===== src/rtl/lzc_result_buf.sv =====
// lzc_result_buf
//   Result buffer that sits downstream of the leading-zero counter. Each
//   IVALID/ZEROS result is clamped to ZMAX_VAL and stored in a small FIFO
//   together with an all-zero flag. The head entry is offered to the consumer
//   over a valid/ready handshake. Results that arrive while the FIFO is full
//   are counted in DROPS, and an out-of-range ZEROS value sets the sticky ERR
//   flag.
//
//   Optional feature macro: LZC_STATS_EN
//     When defined, this block tracks the min, the max and the number of
//     accepted results (ZMIN/ZMAX/NRES). When undefined, those outputs are
//     tied to constants.
//
// Ports
//   CLK     in   1            clock, rising edge
//   RST_N   in   1            asynchronous active-low reset
//   IVALID  in   1            result strobe from the counter
//   ZEROS   in   9            leading-zero count from the counter
//   CLR     in   1            synchronous clear of FIFO, counters and flags
//   OVALID  out  1            head entry valid
//   OREADY  in   1            consumer accepts the head entry
//   OZEROS  out  9            head entry count (0 when empty)
//   OALLZ   out  1            head entry was an all-zero frame (0 when empty)
//   COUNT   out  log2(D)+1    occupancy
//   FULL    out  1            COUNT == DEPTH
//   DROPS   out  8            results dropped on overflow, saturating at 255
//   ERR     out  1            sticky, out-of-range ZEROS seen
//   ZMIN    out  9            minimum accepted count (stats)
//   ZMAX    out  9            maximum accepted count (stats)
//   NRES    out  11           accepted result count, saturating at 2047
module lzc_result_buf #(
  parameter int WIDTH = 4,
  parameter int WORD  = 4,
  parameter int DEPTH = 4
) (
  input  logic                       CLK,
  input  logic                       RST_N,
  input  logic                       IVALID,
  input  logic [8:0]                 ZEROS,
  input  logic                       CLR,
  output logic                       OVALID,
  input  logic                       OREADY,
  output logic [8:0]                 OZEROS,
  output logic                       OALLZ,
  output logic [$clog2(DEPTH):0]     COUNT,
  output logic                       FULL,
  output logic [7:0]                 DROPS,
  output logic                       ERR,
  output logic [8:0]                 ZMIN,
  output logic [8:0]                 ZMAX,
  output logic [10:0]                NRES
);

  localparam int         AW       = $clog2(DEPTH);
  localparam logic [8:0] ZMAX_VAL = 9'(WIDTH * WORD);

  logic [8:0]    zq_r   [DEPTH];
  logic          allz_r [DEPTH];
  logic [AW-1:0] wr_ptr_r;
  logic [AW-1:0] rd_ptr_r;
  logic [AW:0]   count_r;
  logic [7:0]    drops_r;
  logic          err_r;

  logic          empty_s;
  logic          full_s;
  logic          pop_s;
  logic          push_s;
  logic          drop_s;
  logic          oor_s;
  logic [8:0]    clamp_s;

  // Handshake decode: a pop frees a slot in the same cycle, so a push is
  // accepted at full occupancy whenever a pop happens alongside it.
  always_comb begin
    empty_s = (count_r == {(AW+1){1'b0}});
    full_s  = (count_r == (AW+1)'(DEPTH));
    pop_s   = !empty_s && OREADY;
    push_s  = IVALID && (!full_s || pop_s);
    drop_s  = IVALID && full_s && !pop_s;
    oor_s   = (ZEROS > ZMAX_VAL);
    if (oor_s) begin
      clamp_s = ZMAX_VAL;
    end else begin
      clamp_s = ZEROS;
    end
  end

  // Pointers and occupancy. CLR overrides any push or pop in the same cycle.
  always_ff @(posedge CLK or negedge RST_N) begin
    if (!RST_N) begin
      wr_ptr_r <= {AW{1'b0}};
      rd_ptr_r <= {AW{1'b0}};
      count_r  <= {(AW+1){1'b0}};
    end else if (CLR) begin
      wr_ptr_r <= {AW{1'b0}};
      rd_ptr_r <= {AW{1'b0}};
      count_r  <= {(AW+1){1'b0}};
    end else begin
      if (push_s) begin
        wr_ptr_r <= wr_ptr_r + AW'(1);
      end
      if (pop_s) begin
        rd_ptr_r <= rd_ptr_r + AW'(1);
      end
      case ({push_s, pop_s})
        2'b10:   count_r <= count_r + (AW+1)'(1);
        2'b01:   count_r <= count_r - (AW+1)'(1);
        default: count_r <= count_r;
      endcase
    end
  end

  // Entry storage. Each entry holds the clamped count and its all-zero flag.
  always_ff @(posedge CLK or negedge RST_N) begin
    if (!RST_N) begin
      for (int i = 0; i < DEPTH; i++) begin
        zq_r[i]   <= 9'd0;
        allz_r[i] <= 1'b0;
      end
    end else if (push_s && !CLR) begin
      zq_r[wr_ptr_r]   <= clamp_s;
      allz_r[wr_ptr_r] <= (clamp_s == ZMAX_VAL);
    end
  end

  // Drop counter and sticky range-error flag. ERR is set by any out-of-range
  // strobe, including one that is dropped.
  always_ff @(posedge CLK or negedge RST_N) begin
    if (!RST_N) begin
      drops_r <= 8'd0;
      err_r   <= 1'b0;
    end else if (CLR) begin
      drops_r <= 8'd0;
      err_r   <= 1'b0;
    end else begin
      if (drop_s && (drops_r != 8'd255)) begin
        drops_r <= drops_r + 8'd1;
      end
      if (IVALID && oor_s) begin
        err_r <= 1'b1;
      end
    end
  end

`ifdef LZC_STATS_EN
  logic [8:0]  zmin_r;
  logic [8:0]  zmax_r;
  logic [10:0] nres_r;

  // Statistics over accepted pushes only. Dropped results do not update them.
  always_ff @(posedge CLK or negedge RST_N) begin
    if (!RST_N) begin
      zmin_r <= ZMAX_VAL;
      zmax_r <= 9'd0;
      nres_r <= 11'd0;
    end else if (CLR) begin
      zmin_r <= ZMAX_VAL;
      zmax_r <= 9'd0;
      nres_r <= 11'd0;
    end else if (push_s) begin
      if (clamp_s < zmin_r) begin
        zmin_r <= clamp_s;
      end
      if (clamp_s > zmax_r) begin
        zmax_r <= clamp_s;
      end
      if (nres_r != 11'd2047) begin
        nres_r <= nres_r + 11'd1;
      end
    end
  end

  assign ZMIN = zmin_r;
  assign ZMAX = zmax_r;
  assign NRES = nres_r;
`else
  assign ZMIN = ZMAX_VAL;
  assign ZMAX = 9'd0;
  assign NRES = 11'd0;
`endif

  // Output decode from registered state. Head data is forced to zero while
  // the FIFO is empty, so stale entries are never presented.
  always_comb begin
    OVALID = !empty_s;
    if (empty_s) begin
      OZEROS = 9'd0;
      OALLZ  = 1'b0;
    end else begin
      OZEROS = zq_r[rd_ptr_r];
      OALLZ  = allz_r[rd_ptr_r];
    end
  end

  assign COUNT = count_r;
  assign FULL  = full_s;
  assign DROPS = drops_r;
  assign ERR   = err_r;

endmodule


===== config.mk =====
export PLATFORM = sky130hd
export DESIGN_NAME = lzc_result_buf
export DESIGN_NICKNAME = d
export VERILOG_FILES = /design/src/rtl/lzc_result_buf.sv
export SDC_FILE = /design/constraint.sdc
export NUM_CORES = 1
export LEC_CHECK = 0
export BUFFER_PORTS_ARGS = -buffer_cell sky130_fd_sc_hd__buf_2
export CAP_MARGIN = 20
export CORE_MARGIN = 5
export CORE_UTILIZATION = 39
export CTS_CLUSTER_DIAMETER = 30
export CTS_CLUSTER_SIZE = 25
export DETAILED_ROUTE_END_ITERATION = 8
export PLACE_DENSITY = 0.6
export SLEW_MARGIN = 20
export SYNTH_ARGS = -nofsm -noshare
export SYNTH_HDL_FRONTEND = slang
export SYNTH_SLANG_ARGS = --single-unit

===== constraint.sdc =====
create_clock -name CLK -period 4.6 [get_ports CLK]
set_input_delay 0.69 -clock CLK [delete_from_list [all_inputs] [get_ports CLK]]
set_output_delay 0.69 -clock CLK [all_outputs]
set_load 0.02 [all_outputs]

# Word-level counts from Yosys, hierarchy flattened

Index checks and enable logic that the tools add are counted.

$mul: 0
Multiplexer cells: 25
Div/mod/pow operators: 0
Shift-type cells: 0
Add/subtract/negate cells: 5
Order comparisons: 4
Equality and inequality tests: 5
Bitwise operators: 2
Reduce and logical (&&, ||, !) cells: 19

Operators by type and width:

| cell                                                       | number |
|---|---|
| two-way mux 9 bit                                          | 5 |
| bitwise mux 36 bit                                         | 1 |
| binary-select mux 9 bit (select 2 bit)                     | 1 |
| demux 9 bit (select 2 bit)                                 | 1 |
| two-way mux 8 bit                                          | 2 |
| == test 9 x 5 -> 1 bit, second input constant              | 1 |
| > comparator 9 x 5 -> 1 bit, second input constant         | 1 |
| adder 8 x 1 -> 8 bit, second input constant                | 1 |
| logical AND 1 bit                                          | 8 |
| two-way mux 2 bit                                          | 4 |
| != test 8 bit, second input constant                       | 1 |
| nonzero test 2 bit                                         | 4 |
| >= comparator 3 bit, second input constant                 | 2 |
| two-way mux 1 bit                                          | 6 |
| NOT 2 -> 3 bit                                             | 2 |
| one-hot mux 3 bit (2 select lines)                         | 1 |
| adder 2 x 1 -> 2 bit, second input constant                | 2 |
| bitwise mux 4 bit                                          | 1 |
| zero test 1 bit                                            | 4 |
| adder 3 x 1 -> 3 bit, second input constant                | 1 |
| == test 3 bit, second input constant                       | 1 |
| zero test 3 bit                                            | 1 |
| less-than comparator 3 x 1 -> 1 bit, second input constant | 1 |
| two-way mux 3 bit                                          | 1 |
| other kinds (7)                                            | 7 |

Bits of input ports: 14
Flip-flop bits (word level): 56
RAM bits: 0
Memories kept: 0
Latch bits: 0
Bits in read-only memories: 0
Output and inout port bits: 53

# Depth between registers and ports, before layout

Gate-level depths: netlist of the first run.

Word-level depth: 8
Depth in mapped cells: 7

# Worst setup path before layout of the first run

OpenSTA, ideal clock, no wires.

Kind: register to register
From: reg count_r[1] (netlist: COUNT[1])
To: reg count_r[2] (netlist: COUNT[2])
Arrival time: 2315 ps
Cell stages (with the launch flop): 8
Buffers on the path: 0
Path slack: 2203 ps
Clock period less this slack: 2397 ps
Required time: 4518 ps
Cells stage by stage: dfrtp_1 > or3_2 > nand2_1 > nor2_1 > fa_1 > or3_1 > a21o_2 > a31oi_1

Longest elaborated chain between the ends: 8

Ends and longest elaborated chain:

| item                                                           | line | text |
|---|---|---|
| start: declaration                                             | 61   | `logic [AW:0] count_r;` |
| start signal: assignment                                       | 94   | `count_r <= {(AW+1){1'b0}};` |
| start signal: assignment                                       | 98   | `count_r <= {(AW+1){1'b0}};` |
| start signal: assignment                                       | 107  | `2'b10: count_r <= count_r + (AW+1)'(1);` |
| zero test 3 bit                                                | 76   | `empty_s = (count_r == {(AW+1){1'b0}});` |
| zero test 1 bit                                                | 78   | `pop_s = !empty_s && OREADY;` |
| logical AND 1 bit                                              | 78   |  |
| logical OR 1 bit                                               | 79   | `push_s = IVALID && (!full_s \|\| pop_s);` |
| logical AND 1 bit                                              | 79   |  |
| == test 2 x 1 -> 1 bit / == test 2 bit (equally long branches) | 106  | `case ({push_s, pop_s})` |
| one-hot mux 3 bit (2 select lines)                             | 106  |  |
| two-way mux 3 bit                                              | 95   | `end else if (CLR) begin` |

Several ways; a longest one is shown, not always the timed one.
A chain may end at the register's enable or synchronous reset.

# Worst setup path after layout of the first run

From: reg rd_ptr_r[0]
To: out OZEROS[4]

Longest elaborated chain between the ends: 5

Ends and longest elaborated chain:

| item                                                 | line | text |
|---|---|---|
| start: declaration                                   | 60   | `logic [AW-1:0] rd_ptr_r;` |
| start signal: assignment                             | 93   | `rd_ptr_r <= {AW{1'b0}};` |
| start signal: assignment                             | 97   | `rd_ptr_r <= {AW{1'b0}};` |
| start signal: assignment                             | 104  | `rd_ptr_r <= rd_ptr_r + AW'(1);` |
| NOT 2 -> 3 bit (implied by the code)                 | 191  | `OZEROS = zq_r[rd_ptr_r];` |
| binary-select mux 9 bit (select 2 bit)               | 191  |  |
| two-way mux 9 bit (implied by the code) (2 in a row) | 191  |  |
| two-way mux 9 bit                                    | 187  | `if (empty_s) begin` |
| end: declaration                                     | 43   | `output logic [8:0] OZEROS,` |

No other way between the ends. The select of a mux whose other input is x is not followed.

==> results of run 1 <==
## registers in the layout (all words and copies together) (netlist names)
register and flops:
allz_r 4, zq_r 36, ERR 1, rd_ptr_r 2
DROPS 8, wr_ptr_r 2, COUNT 3
## layout make-up
type                       instances  share of cell area (%)
clock inverter                     3                   0.692
multi-input combinational        193                    43.1
sequential                        56                    43.1
tap                              102                    3.92
timing repair buffer              40                    6.38
clock buffer                       5                    2.12
inverter                           6                   0.692
## cell usage after synthesis, drive strengths merged, types with 2 or more instances
library cell and n:
dfrtp 56, buf 35, nor2 21, nor2b 18, mux2 17, a21oi 15, and2 14, mux4 10
nand2 7, nand2b 7, nand3 7, a31oi 6, clkbuf 6, inv 6, ha 5, nand3b 5
mux2i 4, o21ai 3, or3 3, a211oi 2, and3 2, and4b 2, conb 2, nor3 2
or4 2, xor2 2
## metrics by stage
step | worst slack (ns) | cells | utilization, % | hold slack (ns)
finish | 1.84 | 405 | 42.8 | 0.498
global route | 1.69 | 405 | 42.8 | 0.535
CTS | 1.81 | 404 | 42.6 | 0.510
detailed placement | 2.00 | 396 | 41.4 | 0.484
global placement | 2.03 | 396 | 41.4 | 0.476
floorplan | 2.20 | 296 | - | 0.394
## worst max-delay path, cell delays in order, from the launching register on
cell and delay [ns]:
dfrtp_1 0.85, mux4_2 0.58, and2_1 0.17, buf_2 0.16
## final timing paths
| check | depth (start not counted) | from | endpoint | slack (ns) |
|---|---|---|---|---|
| max reg2reg | 7 | COUNT[1]$_DFFE_PN0P_ | COUNT[2]$_DFFE_PN0P_ | 1.99 |
| min reg2reg | 1 | zq_r[16]$_DFFE_PN0P_ | zq_r[16]$_DFFE_PN0P_ | 0.51 |
| min in group CLK | 1 | zq_r[16]$_DFFE_PN0P_ | zq_r[16]$_DFFE_PN0P_ | 0.51 |
| max | 3 | rd_ptr_r[0]$_DFFE_PN0P_ | OZEROS[4] | 1.84 |
| max in group asynchronous | 2 | RST_N | zq_r[7]$_DFFE_PN0P_ | 3.63 |
| min | 2 | RST_N | DROPS[4]$_DFFE_PN0P_ | 0.50 |
## power breakdown
group / total (mW) / switching, mW / internal (mW)
registers: 0.550 / 0.0295 / 0.520
logic: 0.159 / 0.0994 / 0.0596
clock network: 0.280 / 0.170 / 0.110
## per-layer routing
metal,share of wire (%),track usage [%]
met5,0,0
met1,47,17.2
met3,5.5,2.51
met2,46,20.6
met4,1.4,3.83
## logic make-up (layout without fill, tap and decap cells)
group | count (synthesis) | count (layout)
other | 2 | 29
buffers and inverters | 47 | 54
AND/OR/NAND/NOR | 92 | 92
XOR/XNOR | 3 | 3
multiplexers | 31 | 31
flip-flops | 56 | 56
AO/OA/AOI/OAI | 32 | 32
adder cells (fa/ha/maj) | 6 | 6
==> flow_metrics.tcl, run 1 <==
set metrics [dict create \
    core_area_um2 7610 \
    final_cell_mix "dfrtp_1 (56), buf_2 (37), conb_1 (29)" \
    synth_area_leader_cell "dfrtp_1" \
    root_buffer "clkbuf_8" \
    vias 1968 \
    cp-start-kind "flip-flop" \
    synth_compound_area_share_pct 6.44 \
    dpl_cell_area_um2 3150 \
    crit_required_ns 3.91 \
    drv_slew 0 \
    ir_drop_v 0.000155 \
    die_h_um 97.6 \
    synthDistinctLibCells 39 \
    grt_max_degree 57 \
    yosys_warnings 0 \
    start_util_pct 39.3 \
    fin_crit_sh_pct 60.0 \
    multiInputGateArea_um2 1400 \
    cts_setup_buffers 0 \
    io_buffer_count 37 \
    fmax_mhz 362 \
    place_hpwl_um 3970 \
    rsz0062_at_grt "no" \
    syn_avg_cell_area_um2 11.1 \
    routedWlPerCell_um 14.2 \
    antenna_left 0 \
    clk_latency_ns 0.31 \
    maxCapViolations 0 \
    dieWidth_um 97.6 \
    regArea_um2 1400 \
    syn-instance-count 269 \
    cts_tree "yes" \
    synth_top_cell_area_share_pct 46.8 \
    cts_htree_levels 2 \
    wl_um 5750 \
    worstMarginPinSlew_ns 0.993 \
    vias_per_cell 4.86 \
    numCtsBuffers 5 \
    drc 0 \
    grt_pass1_vias 2004 \
    final_common_cell "dfrtp_1" \
    cts_resized 0 \
    synth_top_family_by_area "simple AND/OR/NAND/NOR gates" \
    synth_ff_type "dfrtp_1" \
    status "complete, no violations" \
    finalHoldViolations 0 \
    fin_crit_ns 2.76 \
    finalSetupTns_ns 0 \
    synth-async-reset-ratio_pct 100 \
    syn-cell-area_um2 2990 \
    diodes 0 \
    ys_seq_elements 56 \
    drtPass1Iterations 4 \
    gp_congestion 0.749 \
    core.rowCount 32 \
    antenna_found_initial 0 \
    die_area_um2 9520 \
    synthSimpleGateAreaFrac_pct 17.8 \
    area_growth_pct 8.74 \
    hold_buffers 0 \
    synth_adder_area_share_pct 2.76 \
    fillCellCount 738 \
    cp-end-kind "primary output" \
    drive_gt1_share_pct 26.7 \
    crit_type "flip-flop to primary output" \
    setup_violations 0 \
    power_density_nw_per_um2 304 \
    synth_area_leaders "dfrtp_1 (47%), mux4_2 (7.5%), buf_4 (7.3%)" \
    ys_seq_area_share_pct 46.8 \
    grt_remaining_overflow 0 \
    p_leak_nw 1.61 \
    maxSlewHeadroom_pct 33.8 \
    clock_sinks 56 \
    crit_fanout 12 \
    design_area_um2 3250 \
    synthXorXnorAreaFrac_pct 0.878 \
    track_usage_pct 12.7 \
    total_power_mw 0.989 \
    drtIter0Drc 84 \
    fin_nets 322 \
    clk_pin_slew_ns 0.10 \
    clock_skew_ns 0.00594 \
    synth_edf_count 0 \
    yosys-mux-area-fraction_pct 15.3 \
    io_pins 67 \
    grt_pass1_wl_um 9900 \
    hp-class "input port to asynchronous set/reset pin" \
    arrival_ns 2.07 \
    cts_max_path_buffers 2 \
]
No activity file was read; power rests on OpenSTA's default activity.
==> run 2: changes to the inputs <==
--- a/config.mk
+++ b/config.mk
@@ -12,7 +12,7 @@
 export CTS_CLUSTER_DIAMETER = 30
 export CTS_CLUSTER_SIZE = 25
 export DETAILED_ROUTE_END_ITERATION = 8
-export PLACE_DENSITY = 0.6
+export PLACE_DENSITY = 0.62
 export SLEW_MARGIN = 20
 export SYNTH_ARGS = -nofsm -noshare
 export SYNTH_HDL_FRONTEND = slang
==> constraint.sdc (replaced) <==
create_clock -name CLK -period 2.22 [get_ports CLK]
set_input_delay 0.333 -clock CLK [delete_from_list [all_inputs] [get_ports CLK]]
set_output_delay 0.333 -clock CLK [all_outputs]
set_load 0.02 [all_outputs]
==> run 2 against run 1 <==
Non-clock buffer count is 12 higher. Sequential power rose by 100%. Critical path depth up 4. Critical path type is now flip-flop to flip-flop. Critical endpoint is now COUNT[2]$_DFFE_PN0P_. Hold slack got worse by 0.21 ns. Core utilization increased by 1.3 points. Routed wire length down 0.28%. Die area did not move. Final area up 3.2%. Setup slack worse by 1.8 ns. Power grew 110%.
==> flow_metrics.tcl, run 2 (synthesis gave the netlist of run 1 again) <==
set metrics [dict create \
    arrival_ns 2.37 \
    place_hpwl_um 4190 \
    gr-usage-met3_pct 2.66 \
    cp-start-kind "flip-flop" \
    io_pins 67 \
    gp_congestion 0.785 \
    numCtsBuffers 5 \
    grt_pass1_wl_um 9640 \
    crit_required_ns 2.45 \
    io_buffer_count 37 \
    antenna_found_initial 0 \
    cts_setup_buffers 0 \
    diodes 0 \
    vias 2004 \
    drc 0 \
    drtIter0Drc 74 \
    regArea_um2 1410 \
    status "complete, no violations" \
    drv_slew 0 \
    start_util_pct 39.3 \
    final_cell_mix "dfrtp_1 (53), buf_2 (37), conb_1 (29)" \
    worst_slack_ns 0.0856 \
    core_area_um2 7610 \
    regMostFlops "zq_r" \
    fin_nets 334 \
    fillCellCount 744 \
    cts_tree "yes" \
    wl_um 5730 \
    routedWlPerCell_um 13.7 \
    ir_drop_v 0.000313 \
    root_buffer "clkbuf_8" \
    clock_skew_ns 0.00833 \
    path_buf_inv 0 \
    core.rowCount 32 \
    clk_latency_ns 0.31 \
    cts_max_path_buffers 2 \
    area_growth_pct 12.2 \
    vias_per_cell 4.81 \
    worstMarginPinSlew_ns 0.750 \
    fin_crit_ns 2.13 \
    design_area_um2 3360 \
    grt_pass1_vias 1934 \
    die_h_um 97.6 \
    cp-end-kind "flip-flop" \
    min_from "CLR" \
    dieWidth_um 97.6 \
    clk_pin_slew_ns 0.11 \
    cp_slowest_stage_delay_ns 0.41 \
    final_common_cell "dfrtp_1" \
    drive_gt1_share_pct 30.2 \
    largest_register_ffs 36 \
    total_power_mw 2.08 \
    fin_hold_ws_ns 0.289 \
    place_ws_ns 0.0567 \
    crit_type "flip-flop to flip-flop" \
    p_leak_nw 1.66 \
    r2r_start "COUNT[2]$_DFFE_PN0P_" \
    fin_crit_sh_pct 96.1 \
    die_area_um2 9520 \
    crit_chain "or3_4, nand2_1, nor2_1, fa_2, or3_1, a21o_2, a31oi_1" \
    gr-usage-met2_pct 19.8 \
    critPathLaunch "COUNT[2]$_DFFE_PN0P_" \
    dpl_cell_area_um2 3250 \
    hp-class "input port to flip-flop" \
    clock_sinks 56 \
    grt_max_degree 23 \
    grt_remaining_overflow 0 \
    top_usage_layer "met2" \
    drtPass1Iterations 4 \
    crit_fanout 4 \
    grt.met1_usage_pct 16.8 \
    antenna_left 0 \
    power_density_nw_per_um2 621 \
    track_usage_pct 12.3 \
    maxSlewHeadroom_pct 50.0 \
    finalHoldViolations 0 \
    rsz0062_at_grt "no" \
    cts_htree_levels 2 \
    setup_violations 0 \
    finalSetupTns_ns 0 \
    crit_family "simple AND/OR/NAND/NOR gates" \
    maxCapViolations 0 \
    fmax_mhz 469 \
    slowest_stage "dfrtp_2" \
    multiInputGateArea_um2 1410 \
]
## run 2: layout make-up
| class | instances | area share (%) |
|---|---|---|
| clock buffer | 5 | 2.05 |
| multi-input combinational | 193 | 41.9 |
| inverter | 6 | 0.671 |
| sequential | 56 | 41.9 |
| tap | 102 | 3.80 |
| clock inverter | 3 | 0.746 |
| timing repair buffer | 52 | 8.95 |
## run 2: through the flow
stage          cells  util [%]
2_1_floorplan    296         -
3_3_place_gp     408      42.7
3_5_place_dp     408      42.7
4_1_cts          417      44.1
5_1_grt          417      44.1
6_report         417      44.1
## run 2: worst paths after layout
| check | endpoint | slack, ns | cells past startpoint |
|---|---|---|---|
| worst max register to register | COUNT[2]$_DFFE_PN0P_ | 0.09 | 7 |
| worst min register to register | zq_r[24]$_DFFE_PN0P_ | 0.51 | 1 |
| worst max-delay path | COUNT[2]$_DFFE_PN0P_ | 0.09 | 7 |
| min in group asynchronous | DROPS[1]$_DFFE_PN0P_ | 0.48 | 2 |
| max in group asynchronous | zq_r[17]$_DFFE_PN0P_ | 1.10 | 3 |
| worst min-delay path | rd_ptr_r[0]$_DFFE_PN0P_ | 0.29 | 2 |
## run 2: what timing repair did
item | 4_1_cts | 5_1_grt
hold buffers | 1 | 0
setup endpoints to repair | 0 | 1
endpoints found under the hold margin | 17 | 0
resized for setup | 0 | 1
## run 2: routing by layer
metal,up-vias,share of wire (%)
li1,965,-
met1,973,46
met2,59,47
met3,7,5.7
met4,0,1.3
met5,-,0
## run 2: report_power, final
part	leakage, nW	total (mW)	switching [mW]	internal (mW)
Clock	0.0452	0.585	0.354	0.231
Sequential	0.745	1.12	0.0369	1.08
Combinational	0.874	0.383	0.236	0.147
Total	1.66	2.08	0.627	1.46
